--- src/rtl/fetch_stage.sv ---
// Instruction-fetch stage: holds the PC, addresses InstMem, and loads {pc, inst} into
// the IF/ID register presented to decode over a valid/ready handshake.
module fetch_stage #(
    parameter logic [31:0] RESET_PC  = 32'h0000_0000,
    parameter bit          WORD_ADDR = 1'b1
) (
    input  logic        clk,
    input  logic        rst,
    input  logic        start,
    input  logic        halt_req,
    input  logic        redirect_valid,
    input  logic [31:0] redirect_pc,
    output logic [31:0] inst_addr,
    input  logic [31:0] inst,
    output logic        out_valid,
    input  logic        out_ready,
    output logic [31:0] out_pc,
    output logic [31:0] out_inst,
    output logic [1:0]  state_o
);

    localparam logic [31:0] NopInst = 32'h0000_0013;

    typedef enum logic [1:0] {
        StIdle   = 2'd0,
        StRun    = 2'd1,
        StHalted = 2'd2
    } state_e;

    state_e      state_q, state_d;
    logic [31:0] pc_q, pc_d;
    logic        valid_q, valid_d;
    logic [31:0] out_pc_q, out_pc_d;
    logic [31:0] out_inst_q, out_inst_d;

    logic        accept;
    logic        fetch;
    logic [31:0] redirect_aligned;

    assign accept           = !valid_q || out_ready;
    // A halting cycle issues no fetch even though the FSM is still in RUN.
    assign fetch            = (state_q == StRun) && accept && !redirect_valid && !halt_req;
    assign redirect_aligned = redirect_pc & 32'hFFFF_FFFC;

    assign inst_addr = WORD_ADDR ? {2'b00, pc_q[31:2]} : pc_q;
    assign out_valid = valid_q;
    assign out_pc    = out_pc_q;
    assign out_inst  = out_inst_q;
    assign state_o   = state_q;

    always_comb begin
        state_d = state_q;
        unique case (state_q)
            StIdle: begin
                if (start) begin
                    state_d = StRun;
                end
            end
            StRun: begin
                if (halt_req) begin
                    state_d = StHalted;
                end
            end
            StHalted: begin
                if (start && !halt_req) begin
                    state_d = StRun;
                end
            end
            default: state_d = StIdle;
        endcase
    end

    always_comb begin
        pc_d       = pc_q;
        valid_d    = valid_q;
        out_pc_d   = out_pc_q;
        out_inst_d = out_inst_q;
        if (redirect_valid) begin
            // Redirect flushes IF/ID even while decode is stalling it.
            pc_d    = redirect_aligned;
            valid_d = 1'b0;
        end else if (fetch) begin
            pc_d       = pc_q + 32'd4;
            valid_d    = 1'b1;
            out_pc_d   = pc_q;
            out_inst_d = inst;
        end else if (accept) begin
            valid_d = 1'b0;
        end
    end

    always_ff @(posedge clk) begin
        if (rst) begin
            state_q    <= StIdle;
            pc_q       <= RESET_PC;
            valid_q    <= 1'b0;
            out_pc_q   <= 32'h0000_0000;
            out_inst_q <= NopInst;
        end else begin
            state_q    <= state_d;
            pc_q       <= pc_d;
            valid_q    <= valid_d;
            out_pc_q   <= out_pc_d;
            out_inst_q <= out_inst_d;
        end
    end

endmodule
--- config.mk ---
export PLATFORM = sky130hd
export DESIGN_NAME = fetch_stage
export DESIGN_NICKNAME = d
export VERILOG_FILES = /design/src/rtl/fetch_stage.sv
export SDC_FILE = /design/constraint.sdc
export NUM_CORES = 1
export LEC_CHECK = 0
export BUFFER_PORTS_ARGS = -buffer_cell sky130_fd_sc_hd__clkbuf_2
export CORE_ASPECT_RATIO = 0.75
export CORE_MARGIN = 2
export CORE_UTILIZATION = 48
export DETAILED_ROUTE_END_ITERATION = 10
export PLACE_DENSITY = 0.84
export REMOVE_ABC_BUFFERS = 1
export SKIP_CTS_REPAIR_TIMING = 1
export SYNTH_ARGS = -nofsm -noshare
export SYNTH_HDL_FRONTEND = slang
export SYNTH_SLANG_ARGS = --single-unit
--- constraint.sdc ---
create_clock -name clk -period 3.3 [get_ports clk]
set_input_delay 0.33 -clock clk [delete_from_list [all_inputs] [get_ports clk]]
set_output_delay 0.33 -clock clk [all_outputs]
set_load 0.02 [all_outputs]
==> results.toml <==
[status]
status = "complete, no violations"

[routing]
wl_per_cell_um = 13.7
vias = 3913
drt-pass1-iter-count = 5
routed_wl_um = 10400
drtIter0Drc = 273
drc = 0
ant_nets = 0
via_per_inst = 5.17

[cells_and_area]
nFillCells = 699
drive_gt1_share_pct = 29.4
nets = 718
area_delta_synth_final_pct = 27.4
diodes = 0
final_cells = 757

[synth]
synthCells = 503
synthArstFlopShare_pct = 0
syn_area_um2 = 3970
yosys_warnings = 0
synth-seq-cells = 95
synth_flop_cell = "dfxtp_1"
ys_seq_area_share_pct = 47.9
synth_area_per_cell_um2 = 7.90
synth_cell_types = 42
synth-edff-count = 0

[global_route]
grt_usage_pct = 23.1
grt_pass1_vias = 3525
grt_pass1_wl_um = 16500
antenna_found_initial = 0
overflow = 0
grt_max_degree = 96

[cts]
cts_root_buffer = "clkbuf_8"
cts_tree = "done"
htree_levels = 3
clk_path_buf_depth = 2
clk_pin_slew_ps = 90
cts.sinks = 95
numCtsBuffers = 9
clock_latency_ps = 360

[pwr]
p_leak_nw = 2.04
powerDensity_nw_per_um2 = 477
total_power_mw = 2.41
vdd_drop_max_uv = 382

[placement]
place_hpwl_um = 7190
globalplace.congestion = 0.808
dpl.cell_count = 741
port_buffers = 162

[floorplan]
die_area_um2 = 9030
core_area_um2 = 7950
dieWidth_um = 109
die_h_um = 82.8
initial_core_util_pct = 50.0
io_pins = 169
row_count = 28

[sta]
final-hold-violation-count = 0
period_needed_ps = 2430
setup_viol = 0
timing.slew.headroom_pct = 34.4
rsz0062_at_grt = "false"
tightest_slew_ps = 984
skew_ps = 7.76
slew_viol_final = 0
fin_crit_sh_pct = 73.6
finalSetupTns_ps = 0
fmax_ghz = 0.412

[min_path]
worst_hold_path_type = "in2reg"

[setup_path]
crit_required_ps = 3580
crit_path_end_kind = "register"
start_kind = "register"
worstPathMaxFanout = 9
critical_path_arrival_ps = 2710
crit_type = "reg2reg"
r2r_slack_ps = 870

[run]
drv_cap = 0
state kept, by name, summed over array words and instances, names as in the netlist:
register / count
out_valid: 1
pc_q: 30
state_o: 2
out_pc: 30
out_inst: 32
stage by stage:
step	cell area [um^2]	setup slack [ps]	util (%)	hold WS (ps)
floorplan	3830	-37.5	-	395
global placement	4830	920	60.7	441
detailed placement	4830	890	60.7	448
CTS	5060	876	63.7	161
global route	5060	659	63.7	166
finish	5060	871	63.7	177
cells in the final DEF (no fill, tap or decap), types with 3 or more instances in the layout:
cell type / synthesis / routed
a211oi_1: 17 / 17
a21oi_1: 68 / 68
a311oi_1: 4 / 4
buf_4: 4 / 4
bufinv_16: 0 / 3
clkbuf_2: 0 / 161
clkbuf_8: 0 / 9
conb_1: 1 / 4
dfxtp_1: 95 / 95
inv_1: 3 / 3
nand2_1: 151 / 151
nand3_1: 9 / 8
nand3b_1: 5 / 5
nand4_1: 13 / 13
nor2_1: 29 / 28
nor3_1: 8 / 8
nor4_1: 7 / 7
nor4b_1: 3 / 3
o21ai_0: 3 / 3
or3_1: 4 / 4
xnor2_1: 22 / 22
xor2_1: 3 / 3
worst paths after layout:
path,startpoint,to,depth (start not counted)
worst max-delay path,state_o[0],pc_q[24],5
worst max register to register,state_o[0],pc_q[24],5
worst min register to register,out_pc[30],out_pc[30],2
worst min-delay path,inst[27],out_inst[27],3
logic make-up (layout without fill, tap and decap cells):
| kind of cell | after synthesis | in the layout | synth area share [%] |
|---|---|---|---|
| AND/OR/NAND/NOR | 243 | 243 | 27.5 |
| AO/OA/AOI/OAI | 97 | 97 | 14.2 |
| flip-flops | 95 | 95 | 47.9 |
| buffers and inverters | 40 | 186 | 4.34 |
| XOR/XNOR | 25 | 25 | 5.51 |
| adder cells (fa/ha/maj) | 1 | 1 | 0.315 |
| other | 1 | 4 | 0.0944 |
| multiplexers | 1 | 1 | 0.252 |
synth_stat cells, drive strengths merged (2+ instances only):
library cell,count,area (um^2)
nor3,8,40.0
inv,4,15.0
nand3b,5,37.5
a211oi,18,140
xnor2,22,193
or4,3,30.0
nor4,7,43.8
nor2,29,109
or3,5,32.5
nand3,9,45.0
dfxtp,95,1900
xor2,3,26.3
a311oi,4,35.0
a21oi,68,340
o21ai,3,15.0
and2,2,12.5
nand2,151,567
nor4b,3,26.3
clkbuf,29,109
nand4,13,81.3
buf,7,48.8
power by group:
part           switching, mW  internal [mW]  total, mW
logic                  0.171          0.106      0.277
registers             0.0528           1.19       1.24
clock network          0.393          0.502      0.896
total                  0.617           1.80       2.41
worst max-delay path: stages (launching register included):
cell      delay [ps]
dfxtp_1          440
or3b_4           430
or4_4            600
or4_4            500
xor2_1           160
a211oi_2         210
routing by layer:
metal	global-route usage, %	up-vias	wire [um]
met5	0	-	0
met4	6.15	0	41
met3	7.26	4	871
met2	38.1	141	4880
met1	29.5	1781	4570
li1	-	1987	-
area by class of cell:
| class | instances | area [um^2] | share of cell area, % |
|---|---|---|---|
| Multi-Input combinational cell | 371 | 1920 | 38.0 |
| Sequential cell | 95 | 1900 | 37.6 |
| Clock inverter | 6 | 109 | 2.15 |
| Tap cell | 105 | 131 | 2.59 |
| Clock buffer | 10 | 128 | 2.52 |
| Inverter | 4 | 15.0 | 0.297 |
| Timing Repair Buffer | 166 | 856 | 16.9 |
Power figures use the tool's default switching activity.
